**config.mk**
```make
export PLATFORM = sky130hd
export DESIGN_NAME = int_add_rs
export DESIGN_NICKNAME = d
export VERILOG_FILES = /design/src/rtl/int_add_rs.sv
export SDC_FILE = /design/constraint.sdc
export NUM_CORES = 1
export LEC_CHECK = 0
export CORE_MARGIN = 2
export CORE_UTILIZATION = 56
export DETAILED_ROUTE_END_ITERATION = 8
export PLACE_DENSITY_LB_ADDON = 0.3
export SLEW_MARGIN = 40
export SYNTH_ARGS = -nofsm -noshare
export SYNTH_HDL_FRONTEND = slang
export SYNTH_SLANG_ARGS = --single-unit
```
**constraint.sdc**
```tcl
create_clock -name clk -period 18.9 [get_ports clk]
set_input_delay 5.67 -clock clk [delete_from_list [all_inputs] [get_ports clk]]
set_output_delay 5.67 -clock clk [all_outputs]
set_load 0.02 [all_outputs]
```
**src/rtl/int_add_rs.sv**
```systemverilog
// int_add_rs: reservation-station front end for the Tomasulo integer adder.
// Holds add/sub instructions until both operands are resolved from the CDB,
// dispatches one at a time to the rdcla adder, captures the result after a
// fixed latency and offers it to the CDB arbiter.
//
// Handshakes: a transfer happens on a rising edge where valid & ready are both
// high. valid never depends on ready. Once raised, valid and its payload stay
// put until the transfer edge. ready may be raised or dropped freely.
//
// Debug outputs: dbg_exec_busy is the exec FSM state (0 = IDLE, 1 = BUSY).
// dbg_entry_state packs two bits per entry, with entry i at [2*i +: 2].
// The encoding is FREE = 0, WAIT = 1, READY = 2, EXEC = 3.
module int_add_rs #(
    parameter int NUM_RS  = 4,
    parameter int TAG_W   = 3,
    parameter int ADD_LAT = 7
) (
    input  logic                clk,
    input  logic                rst,
    input  logic                issue_valid,
    output logic                issue_ready,
    input  logic                issue_op,
    input  logic [31:0]         issue_vj,
    input  logic [31:0]         issue_vk,
    input  logic [TAG_W-1:0]    issue_qj,
    input  logic [TAG_W-1:0]    issue_qk,
    output logic [TAG_W-1:0]    issue_tag,
    input  logic                cdb_valid,
    input  logic [TAG_W-1:0]    cdb_tag,
    input  logic [31:0]         cdb_data,
    output logic [31:0]         add_a,
    output logic [31:0]         add_b,
    output logic                add_cin,
    input  logic [31:0]         add_sum,
    input  logic                add_cout,
    output logic                res_valid,
    input  logic                res_ready,
    output logic [TAG_W-1:0]    res_tag,
    output logic [31:0]         res_data,
    output logic                res_cout,
    output logic                dbg_exec_busy,
    output logic [2*NUM_RS-1:0] dbg_entry_state
);

    localparam int IDX_W = (NUM_RS > 1) ? $clog2(NUM_RS) : 1;
    localparam int CNT_W = (ADD_LAT > 1) ? $clog2(ADD_LAT) : 1;

    typedef enum logic [1:0] {E_FREE, E_WAIT, E_READY, E_EXEC} entry_state_t;
    typedef enum logic {X_IDLE, X_BUSY} exec_state_t;

    entry_state_t     ent_state [NUM_RS];
    logic             ent_op    [NUM_RS];
    logic [31:0]      ent_vj    [NUM_RS];
    logic [31:0]      ent_vk    [NUM_RS];
    logic [TAG_W-1:0] ent_qj    [NUM_RS];
    logic [TAG_W-1:0] ent_qk    [NUM_RS];

    exec_state_t      x_state;
    logic [CNT_W-1:0] x_cnt;
    logic [TAG_W-1:0] x_tag;

    logic [IDX_W-1:0] alloc_idx;
    logic [IDX_W-1:0] disp_idx;
    logic [IDX_W-1:0] free_idx;
    logic             disp_any;
    logic             issue_fire;
    logic             res_fire;
    logic             dispatch;
    logic             capture;

    logic [NUM_RS-1:0] snoop_j;
    logic [NUM_RS-1:0] snoop_k;
    logic [NUM_RS-1:0] resolved;

    logic             byp_j;
    logic             byp_k;
    logic [31:0]      in_vj;
    logic [31:0]      in_vk;
    logic [TAG_W-1:0] in_qj;
    logic [TAG_W-1:0] in_qk;

    // Lowest FREE entry for allocation; depends on entry state only.
    always_comb begin
        issue_ready = 1'b0;
        alloc_idx   = '0;
        for (int i = 0; i < NUM_RS; i++) begin
            if (!issue_ready && ent_state[i] == E_FREE) begin
                issue_ready = 1'b1;
                alloc_idx   = IDX_W'(i);
            end
        end
        issue_tag = issue_ready ? (TAG_W'(alloc_idx) + TAG_W'(1)) : '0;
    end

    // Lowest READY entry for dispatch.
    always_comb begin
        disp_any = 1'b0;
        disp_idx = '0;
        for (int i = 0; i < NUM_RS; i++) begin
            if (!disp_any && ent_state[i] == E_READY) begin
                disp_any = 1'b1;
                disp_idx = IDX_W'(i);
            end
        end
    end

    // CDB snoop match per waiting entry, and whether it becomes fully resolved.
    always_comb begin
        snoop_j  = '0;
        snoop_k  = '0;
        resolved = '0;
        for (int i = 0; i < NUM_RS; i++) begin
            snoop_j[i]  = cdb_valid && (ent_state[i] == E_WAIT) &&
                          (ent_qj[i] != '0) && (ent_qj[i] == cdb_tag);
            snoop_k[i]  = cdb_valid && (ent_state[i] == E_WAIT) &&
                          (ent_qk[i] != '0) && (ent_qk[i] == cdb_tag);
            resolved[i] = (snoop_j[i] || ent_qj[i] == '0) &&
                          (snoop_k[i] || ent_qk[i] == '0);
        end
    end

    // Issue bypass: a tag broadcast in the accepting cycle resolves it at once.
    always_comb begin
        byp_j = cdb_valid && (issue_qj != '0) && (cdb_tag == issue_qj);
        byp_k = cdb_valid && (issue_qk != '0) && (cdb_tag == issue_qk);
        in_vj = byp_j ? cdb_data : issue_vj;
        in_vk = byp_k ? cdb_data : issue_vk;
        in_qj = byp_j ? '0 : issue_qj;
        in_qk = byp_k ? '0 : issue_qk;
    end

    // Packed view of entry states for debug.
    always_comb begin
        dbg_entry_state = '0;
        for (int i = 0; i < NUM_RS; i++) begin
            dbg_entry_state[2*i +: 2] = ent_state[i];
        end
    end

    assign issue_fire    = issue_valid && issue_ready;
    assign res_fire      = res_valid && res_ready;
    assign dispatch      = (x_state == X_IDLE) && disp_any && (!res_valid || res_ready);
    assign capture       = (x_state == X_BUSY) && (x_cnt == CNT_W'(ADD_LAT - 1));
    assign free_idx      = IDX_W'(res_tag - TAG_W'(1));
    assign dbg_exec_busy = (x_state == X_BUSY);

    // Entry lifecycle: allocate, snoop, dispatch, and free on result handshake.
    always_ff @(posedge clk or posedge rst) begin
        if (rst) begin
            for (int i = 0; i < NUM_RS; i++) begin
                ent_state[i] <= E_FREE;
                ent_op[i]    <= 1'b0;
                ent_vj[i]    <= '0;
                ent_vk[i]    <= '0;
                ent_qj[i]    <= '0;
                ent_qk[i]    <= '0;
            end
        end else begin
            for (int i = 0; i < NUM_RS; i++) begin
                case (ent_state[i])
                    E_FREE: begin
                        if (issue_fire && alloc_idx == IDX_W'(i)) begin
                            ent_op[i]    <= issue_op;
                            ent_vj[i]    <= in_vj;
                            ent_vk[i]    <= in_vk;
                            ent_qj[i]    <= in_qj;
                            ent_qk[i]    <= in_qk;
                            ent_state[i] <= (in_qj == '0 && in_qk == '0) ? E_READY : E_WAIT;
                        end
                    end
                    E_WAIT: begin
                        if (snoop_j[i]) begin
                            ent_vj[i] <= cdb_data;
                            ent_qj[i] <= '0;
                        end
                        if (snoop_k[i]) begin
                            ent_vk[i] <= cdb_data;
                            ent_qk[i] <= '0;
                        end
                        if (resolved[i]) begin
                            ent_state[i] <= E_READY;
                        end
                    end
                    E_READY: begin
                        if (dispatch && disp_idx == IDX_W'(i)) begin
                            ent_state[i] <= E_EXEC;
                        end
                    end
                    E_EXEC: begin
                        if (res_fire && free_idx == IDX_W'(i)) begin
                            ent_state[i] <= E_FREE;
                        end
                    end
                    default: ent_state[i] <= E_FREE;
                endcase
            end
        end
    end

    // Exec FSM: drive and hold adder operands, count latency, own the result register.
    always_ff @(posedge clk or posedge rst) begin
        if (rst) begin
            x_state   <= X_IDLE;
            x_cnt     <= '0;
            x_tag     <= '0;
            add_a     <= '0;
            add_b     <= '0;
            add_cin   <= 1'b0;
            res_valid <= 1'b0;
            res_tag   <= '0;
            res_data  <= '0;
            res_cout  <= 1'b0;
        end else begin
            if (dispatch) begin
                add_a   <= ent_vj[disp_idx];
                add_b   <= ent_vk[disp_idx];
                add_cin <= ent_op[disp_idx];
                x_tag   <= TAG_W'(disp_idx) + TAG_W'(1);
                x_cnt   <= '0;
                x_state <= X_BUSY;
            end else if (x_state == X_BUSY) begin
                if (capture) begin
                    x_state <= X_IDLE;
                end else begin
                    x_cnt <= x_cnt + CNT_W'(1);
                end
            end

            if (capture) begin
                res_valid <= 1'b1;
                res_tag   <= x_tag;
                res_data  <= add_sum;
                res_cout  <= add_cout;
            end else if (res_fire) begin
                res_valid <= 1'b0;
            end
        end
    end

endmodule

```
* Yosys cells after proc, flatten, opt, wreduce, memory -nomap -nowiden *
Index checks and enable logic that the tools add are counted.

operators by class
  reduce and logical (&&, ||, !) cells = 118
  equal/unequal tests = 57
  magnitude comparators = 1
  mux-type cells = 105
  add/subtract/negate cells = 4
  bitwise logic cells = 2

operators by type and width
  kind                   number
  $mux W32               22
  $pmux W32 S2           8
  $bmux W32 S2           2
  $mux W3                22
  $logic_and A1 B1 Y1    52
  $pmux W3 S2            8
  $mux W2                21
  $ne A2 B2 Y1 const B   17
  $pmux W2 S4            4
  $eq A3 B3 Y1           10
  $logic_not A3 Y1       10
  $reduce_bool A3 Y1     10
  $eq A2 B2 Y1 const B   14
  $reduce_and A3 Y1      8
  $mux W1                17
  $ne A2 B1 Y1 const B   8
  $reduce_and A4 Y1      4
  $eq A2 B1 Y1 const B   7
  $logic_not A2 Y1       7
  $reduce_bool A2 Y1     6
  $reduce_and A2 Y1      5
  $logic_or A1 B1 Y1     9
  $logic_not A1 Y1       7
  $add A2 B1 Y3 const B  2
  other kinds (7)        7

word-level totals
  bits of input ports = 144
  output and inout bits = 115
  word-level logic and storage cells = 321
  bits in registers = 401

* Depth between registers and ports, before layout *
Gate-level depths: netlist of the first run.

  word-level depth = 16
  mapped depth = 11
  mapped depth without buffers = 8

* Least setup slack after synthesis of the first run *
Ideal clock, no wire load.

  path type = input-to-reg
  start point = input port cdb_tag[2]
  end point = register ent_state (netlist bit dbg_entry_state[4])
  buffers on the path = 1
  arrival time = 7.396 ns
  slack = 11.379 ns
  required time = 18.775 ns
  library setup time = 0.125 ns
  stages on the path = 7
  path through = buf_4 -> or3b_1 -> a211o_1 -> a211oi_4 -> o22a_4 -> a21oi_1 -> mux2_2

on the way
  cells in the longest elaborated chain, start to end = 8
  elaborated cells on any way between the ends = 21
  those cells by class = eq/ne: 5; mux: 5; reduce/logical: 11

RTL lines
  what                                           RTL line  text
  start, declared                                29        input logic [TAG_W-1:0] cdb_tag,
  $eq A3 B3 Y1, on equally long branches         124, 125
  $logic_and A1 B1 Y1, on equally long branches  124, 125
  $mux W3, on equally long branches              128, 129
  $logic_not A3 Y1                               168       ent_state[i] <= (in_qj == '0 && in_qk == '0) ? E_READY : E_WAIT;
  $logic_and A1 B1 Y1                            168
  $mux W2                                        168
  $mux W2                                        162       if (issue_fire && alloc_idx == IDX_W'(i)) begin
  $pmux W2 S4                                    160       case (ent_state[i])
  end signal, assigned by index                  168
  end, declared                                  51        entry_state_t ent_state [NUM_RS];

Several ways; a longest one is shown, not always the timed one. The select of a mux whose other input is x is not followed.
A chain may end at the register's enable or synchronous reset.

* Worst setup path after layout of the first run *
  start point = input port cdb_tag[2]
  end point = register ent_vk[98] (netlist bit)

on the way
  cells in the longest elaborated chain, start to end = 5
  elaborated cells on any way between the ends = 9
  those cells by class = eq/ne: 3; mux: 3; reduce/logical: 3

RTL lines
  what                           RTL line  text
  $eq A3 B3 Y1                   125       byp_k = cdb_valid && (issue_qk != '0) && (cdb_tag == issue_qk);
  $logic_and A1 B1 Y1            125
  $mux W32                       127       in_vk = byp_k ? cdb_data : issue_vk;
  $mux W32                       162
  $pmux W32 S2                   160
  end signal, assigned by index  165       ent_vk[i] <= in_vk;
  end signal, assigned by index  177       ent_vk[i] <= cdb_data;
  end, declared                  54        logic [31:0] ent_vk [NUM_RS];

Several ways; a longest one is shown, not always the timed one. The select of a mux whose other input is x is not followed.

==> results of run 1 <==
[layer usage]
layer / track usage [%] / up-vias / wire (um)
met5: 0 / - / 14
met2: 51.10 / 596 / 27340
li1: - / 7275 / -
met3: 4.801 / 129 / 3805
met4: 12.77 / 2 / 1837
met1: 39.69 / 7898 / 22940
[flip-flops by register name, summed over array words and instances, names as in the netlist, 4 cells and up]
register,cells
dbg_entry_state,8
res_data,32
ent_qk,12
ent_op,4
add_a,32
add_b,32
ent_qj,12
ent_vj,128
ent_vk,128
[final cells by class]
cell class	instances	area (um2)
repair buffers	288	2870
clock inverters	8	77.57
multi-input cells	1379	9176
clock buffers	69	1326
inverters	28	112.6
flip-flops and latches	401	10030
well taps	461	576.8
fillers	2696	11130
diodes	4	10.01
[synth_stat cells (all sizes together) (4+ instances only)]
| cell | instances | area [um2] |
|---|---|---|
| dfrtp | 401 | 10030 |
| mux2i | 326 | 3263 |
| nor2 | 268 | 1016 |
| a21oi | 203 | 1016 |
| nand2 | 170 | 638.1 |
| o21ai | 142 | 710.7 |
| clkbuf | 112 | 420.4 |
| a221oi | 62 | 543.0 |
| buf | 59 | 375.4 |
| mux2 | 46 | 518.0 |
| inv | 28 | 105.1 |
| ha | 20 | 250.2 |
| xnor2 | 16 | 140.1 |
| o31ai | 14 | 105.1 |
| nand2b | 12 | 75.07 |
| nor3 | 12 | 60.06 |
| o22ai | 11 | 68.82 |
| nand3 | 8 | 40.04 |
| and2 | 6 | 37.54 |
| a211oi | 5 | 50.05 |
| nor2b | 5 | 31.28 |
| o211ai | 5 | 37.54 |
| o21bai | 5 | 37.54 |
| or3b | 5 | 43.80 |
| xor2 | 5 | 43.79 |
| nand4 | 4 | 25.02 |
[through the flow]
step	area [um2]	setup WS, ns	std cells	util, %
finish	24180	10.32	2638	68.49
CTS	24140	10.42	2633	68.36
global route	24180	10.23	2637	68.48
global placement	22680	9.817	2554	64.23
detailed placement	22730	9.885	2556	64.38
floorplan	19980	2.077	1979	-
[report_power, final]
| group | switching, mW | internal, mW | total, mW |
|---|---|---|---|
| registers | 0.261 | 1.30 | 1.56 |
| clock network | 0.345 | 0.494 | 0.839 |
| logic | 1.52 | 1.04 | 2.56 |
| total | 2.13 | 2.84 | 4.97 |
[kinds of logic after synthesis]
family,after synthesis,synth area share [%]
compound gates,464,13.67
xor+xnor,21,0.9206
fa+ha+maj,20,1.253
buf+inv,199,4.509
flops,401,50.23
mux,375,19.26
simple gates,499,10.16
[path summary, 6_finish.rpt]
| check | start | to | slack, ns | cells after the start |
|---|---|---|---|---|
| min in group asynchronous | rst | add_a[1]$_DFFE_PP0P_ | 5.45 | 2 |
| max | cdb_tag[2] | ent_vk[98]$_DFFE_PP0P_ | 10.32 | 9 |
| min reg2reg | ent_vk[85]$_DFFE_PP0P_ | ent_vk[85]$_DFFE_PP0P_ | 0.48 | 2 |
| min | ent_vk[85]$_DFFE_PP0P_ | ent_vk[85]$_DFFE_PP0P_ | 0.48 | 2 |
| max in group asynchronous | rst | ent_vk[119]$_DFFE_PP0P_ | 11.78 | 4 |
| max reg2reg | dbg_entry_state[2]$_DFFE_PP0P_ | add_a[18]$_DFFE_PP0P_ | 15.36 | 10 |
[worst max-delay path, cell delays in order]
cell and delay (ns):
clkdlybuf4s50_1 0.85, or3b_2 0.65, a211oi_1 0.29, o211ai_1 0.18, a21oi_4 0.48, buf_8 0.25
buf_4 0.37, nor2_1 0.12, a21oi_1 0.16
==> results.py, run 1 <==
metrics = {
    "layout": {
        "layout_common_cells": "dfrtp_1, mux2i_1, nor2_1",
        "final_common_cell": "dfrtp_1",
        "drive_gt1_share_pct": 7.915,
        "area_growth_pct": 21.05,
        "nNetsFinal": 2306,
    },
    "placement": {
        "place_congestion": 0.8960,
        "hpwlAfterDp_mm": 35.23,
        "portBuffers": 258,
    },
    "floorplan": {
        "dieArea_um2": 37200,
        "chipWidth_um": 192.9,
        "start_util_pct": 56.58,
        "die_h_um": 192.9,
        "io_pins": 259,
        "rows": 69,
        "core_um2": 35310,
    },
    "clock_network": {
        "cts_buffers": 44,
        "clkTransAtPathRegs_ns": 0.06,
        "insertion_delay_ns": 0.58,
        "cts_setup_buffers": 0,
        "cts-root-buf": "clkbuf_16",
        "cts.sinks": 401,
        "htreeDepth": 2,
        "cts_resized": 0,
        "clockBufferDepth": 3,
        "cts_tree": "yes",
        "cts_hold_buffers": 0,
    },
    "sta": {
        "tns_ns": 0,
        "min_period_ns": 8.581,
        "holdWs_ns": 0.4780,
        "setup_viol": 0,
        "rsz0062_at_grt": "false",
        "final_max_slew_viol_count": 0,
        "fin_skew_ns": 0.01077,
        "fin_crit_sh_pct": 45.40,
        "max_freq_mhz": 116.5,
        "hold_viol": 0,
        "relSlewSlack_pct": 42.10,
        "worst_slew_pin_slew_ns": 0.8685,
    },
    "grt": {
        "antenna_found_initial": 4,
        "grt_pass1_wl_mm": 88.07,
        "grt_use_total_pct": 30.57,
        "grt_overflow": 0,
        "grt_max_degree": 109,
        "grt_pass1_vias": 16240,
    },
    "power": {
        "vdd_drop_max_uv": 124.8,
        "power_leakage_nw": 11.26,
        "power.density_nw_per_um2": 205.3,
        "p_total_mw": 4.965,
    },
    "yosys": {
        "synth_seq_cells": 401,
        "ys_warn_count": 0,
        "ys.flop_type": "dfrtp_1",
        "synthArstFlopShare_pct": 100.0,
        "synth.distinct_cells": 51,
        "yosysSeqAreaShare_pct": 50.23,
        "synth_edf_count": 0,
        "netlist_area_um2": 19980,
        "synthesis.nets": 2143,
        "syn_inst": 1979,
        "synth_area_per_cell_um2": 10.10,
    },
    "setup_path": {
        "crit_required_ns": 19.39,
        "worst_setup_path_end_kind": "flip-flop",
        "path_max_fanout": 32,
        "path_class": "in2reg",
        "critPathArrivalTime_ns": 9.07,
        "worstSetupStartpointType": "primary input",
    },
    "detailed_routing": {
        "wl_per_cell_um": 21.20,
        "routed_wirelength_mm": 55.93,
        "drtIter0Drc": 1279,
        "dr.pass1.iters": 5,
        "drt-vias-per-instance": 6.027,
        "route.detailed.drc": 0,
        "ant_nets": 0,
        "num_vias": 15900,
    },
    "run": {
        "cap_viol_max_count": 0,
    },
    "status": {
        "status": "complete, no violations",
    },
    "hold_path": {
        "hold_class": "reg2reg",
    },
}
(Power assumes the default switching activity.)
==> run 2, diff against run 1 <==
==> constraint.sdc (replaced) <==
create_clock -name clk -period 8 [get_ports clk]
set_input_delay 2.4 -clock clk [delete_from_list [all_inputs] [get_ports clk]]
set_output_delay 2.4 -clock clk [all_outputs]
set_load 0.02 [all_outputs]
==> results.py, run 2 (synthesis results as in run 1) <==
metrics = {
    "placement": {
        "portBuffers": 258,
        "place_congestion": 0.8623,
        "dp.cells": 2560,
        "hpwlAfterDp_mm": 35.14,
    },
    "grt": {
        "antenna_found_initial": 3,
        "grt_use_total_pct": 29.77,
        "grt_max_degree": 90,
        "grt_pass1_wl_mm": 86.38,
        "grt_overflow": 0,
        "grt_pass1_vias": 16050,
    },
    "detailed_routing": {
        "ant_nets": 0,
        "routed_wirelength_mm": 54.81,
        "dr.pass1.iters": 5,
        "route.detailed.drc": 0,
        "drt-vias-per-instance": 6.073,
        "wl_per_cell_um": 20.78,
        "drtIter0Drc": 1245,
        "num_vias": 16020,
    },
    "layout": {
        "area_growth_pct": 21.22,
        "nFillCells": 2636,
        "top_regs": "ent_vj (128), ent_vk (128)",
        "final_common_cell": "dfrtp_1",
        "drive_gt1_share_pct": 7.965,
        "nNetsFinal": 2307,
        "layout_common_cells": "dfrtp_1, mux2i_1, nor2_1",
        "fin_cells": 2638,
    },
    "setup_path": {
        "path_class": "in2reg",
        "crit_family": "buffers and inverters",
        "path_cells": "clkdlybuf4s50_1 > or3b_2 > a211oi_1 > o211ai_1 > a21oi_4 > buf_4 > nor2_1 > a21oi_1",
        "reg2reg_depth": 10,
        "cpMaxStageDelayCell": "clkdlybuf4s50_1",
        "critPathArrivalTime_ns": 5.77,
        "crit_required_ns": 8.48,
        "worst_setup_path_end_kind": "flip-flop",
        "critical_path_depth": 8,
        "r2r-start": "dbg_entry_state[0]$_DFFE_PP0P_",
        "slowest_delay_ns": 0.83,
        "worstSetupStartpointType": "primary input",
        "crit_buf_inv": 2,
        "path_max_fanout": 42,
        "crit_start": "cdb_tag[2]",
    },
    "sta": {
        "fin_skew_ns": 0.01709,
        "tns_ns": 0,
        "setup_viol": 0,
        "worst_slew_pin_slew_ns": 0.8657,
        "fin_crit_sh_pct": 66.11,
        "min_period_ns": 5.289,
        "max_freq_mhz": 189.1,
        "hold_viol": 0,
        "relSlewSlack_pct": 41.67,
        "rsz0062_at_grt": "false",
        "final_max_slew_viol_count": 0,
    },
    "hold_path": {
        "hold_depth": 2,
        "hold_class": "reg2reg",
        "hold_start": "ent_vj[64]$_DFFE_PP0P_",
    },
    "power": {
        "power.density_nw_per_um2": 482.5,
        "power_leakage_nw": 11.26,
        "vdd_drop_max_uv": 344.8,
    },
    "floorplan": {
        "die_h_um": 192.9,
        "io_pins": 259,
        "dieArea_um2": 37200,
        "core_um2": 35310,
        "rows": 69,
        "chipWidth_um": 192.9,
        "start_util_pct": 56.58,
    },
    "clock_network": {
        "cts_resized": 0,
        "clockBufferDepth": 3,
        "cts_tree": "yes",
        "insertion_delay_ns": 0.56,
        "htreeDepth": 2,
        "cts_setup_buffers": 0,
        "cts_hold_buffers": 0,
        "cts_buffers": 42,
        "clkTransAtPathRegs_ns": 0.06,
        "cts.sinks": 401,
        "cts-root-buf": "clkbuf_16",
    },
    "status": {
        "status": "complete, no violations",
    },
    "run": {
        "cap_viol_max_count": 0,
    },
}
==> run 2: cell types whose count changed in the layout (fill, tap and decap cells not counted), sizes merged <==
cell / previous run / this run
clkbuf: 70 / 61
bufinv: 1 / 2
buf: 30 / 34
inv: 30 / 29
clkinvlp: 2 / 3
clkinv: 3 / 6
diode: 4 / 5
==> run 2: routing by layer <==
metal  GRT usage (%)  part of all wire (%)  up-vias
li1                -                     -     7272
met1           40.32                    42     7967
met2           48.54                    48      661
met3           3.964                   7.3      120
met4           12.16                   3.2        0
met5               0                     0        -
==> run 2: area by class of cell <==
class | count | area [um2] | share of cell area [%]
sequential | 401 | 10030 | 41.43
multi-input combinational | 1379 | 9176 | 37.89
timing repair buffer | 291 | 2973 | 12.28
clock buffer | 61 | 1202 | 4.965
tap | 461 | 576.8 | 2.382
clock inverter | 12 | 133.9 | 0.5528
inverter | 28 | 108.9 | 0.4495
antenna | 5 | 12.51 | 0.05166
==> run 2: metrics by stage <==
stage	hold WS [ns]	setup WS, ns	total power [mW]	area, um2	utilization (%)
after floorplan	0.4393	0.2002	7.737	19980	-
after global placement	0.4591	2.174	9.405	22690	64.25
after global routing	0.5013	2.503	12.45	24210	68.57
after detailed placement	0.4653	2.208	9.717	22860	64.74
after CTS	0.4793	2.790	11.68	24190	68.52
final	0.4780	2.711	11.68	24220	68.59
==> run 2: power breakdown <==
group,internal (mW),switching (mW)
combinational,2.51,3.57
sequential,3.08,0.606
clock,1.11,0.813
==> run 2: final timing paths <==
check / to / slack, ns
worst max register to register: add_a[16]$_DFFE_PP0P_ / 4.44
max in group asynchronous: ent_vk[17]$_DFFE_PP0P_ / 4.33
worst min-delay path: ent_vj[64]$_DFFE_PP0P_ / 0.48
min in group asynchronous: ent_vk[99]$_DFFE_PP0P_ / 2.35
worst max-delay path: ent_vk[13]$_DFFE_PP0P_ / 2.71
worst min register to register: ent_vj[64]$_DFFE_PP0P_ / 0.48
==> run 2: worst register-to-register path, cell delays in order, from the launching register on <==
cell,delay [ns]
dfrtp_1,0.42
inv_1,0.11
ha_1,0.31
nor2_1,0.27
and2_2,0.20
buf_6,0.52
or2_2,0.26
buf_6,0.53
nor2_1,0.16
a221oi_1,0.49
a21oi_1,0.14
==> variant 1, RTL diff (config.mk and constraints of run 2) <==
Put a register stage on the output `dbg_exec_busy`. The value now appears one clock later. The other outputs are not delayed to match.
--- a/src/rtl/int_add_rs.sv
+++ b/src/rtl/int_add_rs.sv
@@ -142,7 +142,9 @@
     assign dispatch      = (x_state == X_IDLE) && disp_any && (!res_valid || res_ready);
     assign capture       = (x_state == X_BUSY) && (x_cnt == CNT_W'(ADD_LAT - 1));
     assign free_idx      = IDX_W'(res_tag - TAG_W'(1));
-    assign dbg_exec_busy = (x_state == X_BUSY);
+    always_ff @(posedge clk) begin
+        dbg_exec_busy <= (x_state == X_BUSY);
+    end
 
     // Entry lifecycle: allocate, snoop, dispatch, and free on result handshake.
     always_ff @(posedge clk or posedge rst) begin
Behaviour: not the same (a bounded check fails within 4 cycles, from zero or initial values and one cycle with rst high).
==> variant 1 against run 2 <==
Sequential cell count rose by 1. Wire length rose by 11%. Synthesized cell count rose by 3.6%. Critical path type is now flop to output pin. Setup slack improved by 88 ps. Final area rose by 5.3%. Largest cell class is now multi-input gates. Maximum frequency rose by 1.7%. Synthesized area rose by 5.2%. Power rose by 4.5%. Register-to-register slack improved by 70 ps.
==> variant 1: results (changes against run 2) <==
number of global-route vias before repair 17400 (was 16100); Max stage delay on crit path 730 ps (was 830 ps); top layer in use met5 (was met4); R2R Path End add_cin (was add_a[16]); PortBufs 258 (unchanged); clk_lat worst skew 570 ps; Layout Nets 2380 (was 2307); clk buf depth 3 (unchanged); Hold Crit Class flop to flop (unchanged); clock root cell clkbuf_16 (unchanged); biggest regs ent_vj x128, ent_vk x128 (unchanged); DP Area 24000 µm² (was 22900 µm²); initial antenna violation count 5 (was 3); leakage power 10.7 nW (was 11.3 nW); # H-tree levels 2 (unchanged); Critical-path top delay cell clkdlybuf4s50_1 (unchanged); Worst Setup EP issue_tag[2] (was ent_vk[13]); FF-to-FF setup slack 4510 ps (was 4440 ps); largest net degree at the start of global routing 202 (was 90); R2R depth 8 (was 10); met3 WL post-DR 5570 µm (was 4020 µm); Pre-Repair DR Iteration Count 6 (was 5); Rel. slew slack 43.9% (was 41.7%); synth unique cells 68 (was 51); detailed placement HPWL 37200 µm (was 35100 µm); worst-case clock skew 20.1 ps (was 17.1 ps); Via-to-Cell Ratio 6.37 (was 6.07); GPL Wtd Cong 0.897 (was 0.862); peak supply drop 0.301 mV (was 0.345 mV); TritonCTS buffer count 44 (was 42); clock slew at reported path FFs 60 ps (about the same); WL met1 25000 µm (was 22800 µm); global-route wire length before repair 95300 µm (was 86400 µm); DR WL met2 28900 µm (was 26300 µm); Post-CTS Resized 0 (unchanged); asr flop ratio synth 99.8% (was 100%); Synth top cells by count dfrtp_1 (401), mux2_2 (255), nor2_1 (209) (was dfrtp_1 (401), mux2i_1 (326), nor2_1 (264)); reg2reg start dbg_entry_state[2] (was dbg_entry_state[0]); CP Max Fanout 11 (was 42); sequential area share after synthesis 47.8% (was 50.2%); drt initial violations 1570 (was 1245); Post-CTS Setup Bufs 0 (unchanged); Setup WS pre-CTS 2430 ps (was 2210 ps); worst setup path startpoint dbg_entry_state[0] (was cdb_tag[2]); synth warn 0 (unchanged); Synth area leaders dfrtp_1 (48%), mux2_2 (14%), mux2i_1 (4.3%) (was dfrtp_1 (50%), mux2i_1 (16%), a21oi_1 (5.1%)); Avg WL per Cell 22.4 µm (was 20.8 µm); GR Util All Layers 31.2% (was 29.8%); cell family with most CP delay buffers and inverters (unchanged); Synth Net Count 2214 (was 2143); Arr. time, crit path 2800 ps (was 5770 ps); status finished clean (unchanged); layout cell share with drive strength beyond 1 17.7% (was 7.97%); Tmin final 5200 ps (was 5290 ps)
## variant 1: stage by stage
step                power, mW  hold WS (ps)  instances  util (%)
floorplan                8.03           345       2050         -
global placement         9.77           462       2632      64.9
detailed placement       10.1           479       2637      65.2
CTS                      12.2           503       2716      69.2
global route             12.9           510       2719      69.3
finish                   12.2           500       2720      69.3
## variant 1: worst min path at each step
stage | start | end | slack [ps] | cells after the start
global route | ent_op[1] | ent_op[1] | 510 | 2
detailed placement | ent_op[1] | ent_op[1] | 480 | 2
global placement | ent_op[1] | ent_op[1] | 460 | 2
CTS | ent_vk[114] | ent_vk[114] | 500 | 1
finish | res_data[15] | res_data[15] | 500 | 1
floorplan | x_state | dbg_exec_busy | 350 | 0
## variant 1: area by class of cell
cell class / count / area, µm²
diodes: 3 / 7.51
clock buffers: 68 / 1340
clock inverters: 11 / 135
fillers: 2688 / 11300
inverters: 62 / 236
multi-input cells: 1407 / 10100
flip-flops and latches: 402 / 10100
well taps: 468 / 586
repair buffers: 299 / 3030
## variant 1: kinds of logic after synthesis
group	Yosys count	synth area share (%)
buf+inv	241	4.89
simple gates	491	10.5
mux	352	18.5
xor+xnor	21	0.875
fa+ha+maj	20	1.19
flops	402	47.8
compound gates	523	16.2
## variant 1: per-layer routing
metal | up-vias | GRT usage, %
met5 | - | 0
met4 | 2 | 10.9
met1 | 8614 | 42.0
met3 | 133 | 6.63
met2 | 825 | 50.4
li1 | 7756 | -
## variant 1: power breakdown
part           switching, mW  leakage [nW]  internal (mW)  total (mW)
Sequential             0.613          4.63           3.10        3.71
Clock                  0.821         0.726           1.25        2.07
Combinational           3.57          5.30           2.86        6.43
==> variant 2, RTL diff (config.mk and constraints of run 2) <==
Without the edit above. Change the parameter `NUM_RS` from 4 to 8.
--- a/src/rtl/int_add_rs.sv
+++ b/src/rtl/int_add_rs.sv
@@ -11,7 +11,7 @@
 // dbg_entry_state packs two bits per entry, with entry i at [2*i +: 2].
 // The encoding is FREE = 0, WAIT = 1, READY = 2, EXEC = 3.
 module int_add_rs #(
-    parameter int NUM_RS  = 4,
+    parameter int NUM_RS  = 8,
     parameter int TAG_W   = 3,
     parameter int ADD_LAT = 7
 ) (
Ports: changed (resized dbg_entry_state); port bits go from 259 to 267. The function was not compared with the original's and may differ.
==> variant 2 against run 2 <==
Final area grew 93%. Synthesized area is 100% higher. Sequential cell count is 292 higher. Setup slack worse by 1100 ps. Wire length is 120% higher. Sequential power up 76%. Power is 110% higher. Critical endpoint is now issue_tag[2]. Largest cell class is now multi-input gates. Largest power group unchanged.
==> variant 2: results (changes against run 2) <==
status finished clean (unchanged); Placed Cells 4514 (was 2560); GPL Wtd Cong 0.905 (was 0.862); asr flop ratio synth 100% (unchanged); biggest regs ent_vj x256, ent_vk x256 (was ent_vj x128, ent_vk x128); Pre-Repair DR Iteration Count 8 (was 5); GR Util All Layers 32.9% (was 29.8%); XOR/XNOR share of the synthesized area 0.785% (was 0.921%); Layout Nets 3843 (was 2307); Post-Syn Instances 3528 (was 1979); top layer in use met5 (was met4); Layout Cells excl Fill 4661 (was 2638); HP Start x_tag[2] (was ent_vj[64]); final hold slack 475 ps (was 478 ps); Synth Net Count 3724 (was 2143); number of global-route vias before repair 31000 (was 16100); comb pwr 14.0 mW (was 6.08 mW); CP Max Fanout 12 (was 42); Synth area leaders dfrtp_1 (43%), mux2_2 (25%), mux2i_1 (4.4%) (was dfrtp_1 (50%), mux2i_1 (16%), a21oi_1 (5.1%)); DR WL met2 56700 µm (was 26300 µm); Avg WL per Cell 26.2 µm (was 20.8 µm); global-route track usage on met3 6.01% (was 3.96%); mux contribution to synthesized area 29.9% (was 19.3%); Hold Crit Class flop to flop (unchanged); leakage power 18.8 nW (was 11.3 nW); reg2reg start dbg_entry_state[12] (was dbg_entry_state[0]); hold depth 2 (unchanged); # H-tree levels 3 (was 2); adder-cell share of the synthesized area 1.62% (was 1.25%); R2R depth 13 (was 10); WL met1 51600 µm (was 22800 µm); sequential area share after synthesis 43.2% (was 50.2%); switch share 42.8% (was 42.7%); TritonCTS buffer count 78 (was 42); largest net degree at the start of global routing 133 (was 90); Via-to-Cell Ratio 6.58 (was 6.07); clk_lat worst skew 650 ps (was 560 ps); detailed placement HPWL 76100 µm (was 35100 µm); peak supply drop 0.577 mV (was 0.345 mV); Synth Area in Compound Gates 12.0% (was 13.7%); R2R Path End dbg_entry_state[8] (was add_a[16]); met2 GRT Util 52.7% (was 48.5%); met3 WL post-DR 9650 µm (was 4020 µm); worst-case clock skew 23.1 ps (was 17.1 ps); Rel. slew slack 40.5% (was 41.7%); clock share of power 15.0% (was 16.4%); M1 GR Usage 45.3% (was 40.3%); global-route wire length before repair 190000 µm (was 86400 µm); initial antenna violation count 4 (was 3); FF-to-FF setup slack 2030 ps (was 4440 ps); PortBufs 266 (was 258); Tcrit/Tclk final 79.7% (was 66.1%); layout cell share with drive strength beyond 1 34.6% (was 7.97%); Synth top cells by count mux2_2 (909), dfrtp_1 (693), clkbuf_1 (218) (was dfrtp_1 (401), mux2i_1 (326), nor2_1 (264)); synth unique cells 66 (was 51); drt initial violations 2872 (was 1245); DP Area 44100 µm² (was 22900 µm²); Hold Path Sink x_tag[2] (was ent_vj[64]); Switch Pwr 10.3 mW (was 4.99 mW)
-- variant 2: how the worst max path moves through the flow --
stage,start,to,depth (start not counted)
floorplan,rst,add_a[0],1
global placement,cdb_tag[2],ent_vj[189],6
detailed placement,cdb_tag[1],ent_vk[191],8
CTS,dbg_entry_state[4],issue_tag[2],9
global route,dbg_entry_state[4],issue_tag[2],9
finish,dbg_entry_state[4],issue_tag[2],9
-- variant 2: layout make-up --
type / count / area (µm²)
fill: 5380 / 24500
tap: 950 / 1190
timing repair buffer: 351 / 3710
antenna: 1 / 2.50
multi-input combinational: 2477 / 21800
clock inverter: 19 / 186
inverter: 46 / 176
sequential: 693 / 17300
clock buffer: 124 / 2400
-- variant 2: worst max-delay path, stage by stage, from the launching register on --
cell	delay, ps
dfrtp_1	430
inv_1	80
ha_1	350
or4_1	630
nor4_1	490
a21o_1	230
ha_1	190
ha_1	260
nor2b_1	140
clkdlybuf4s50_1	530
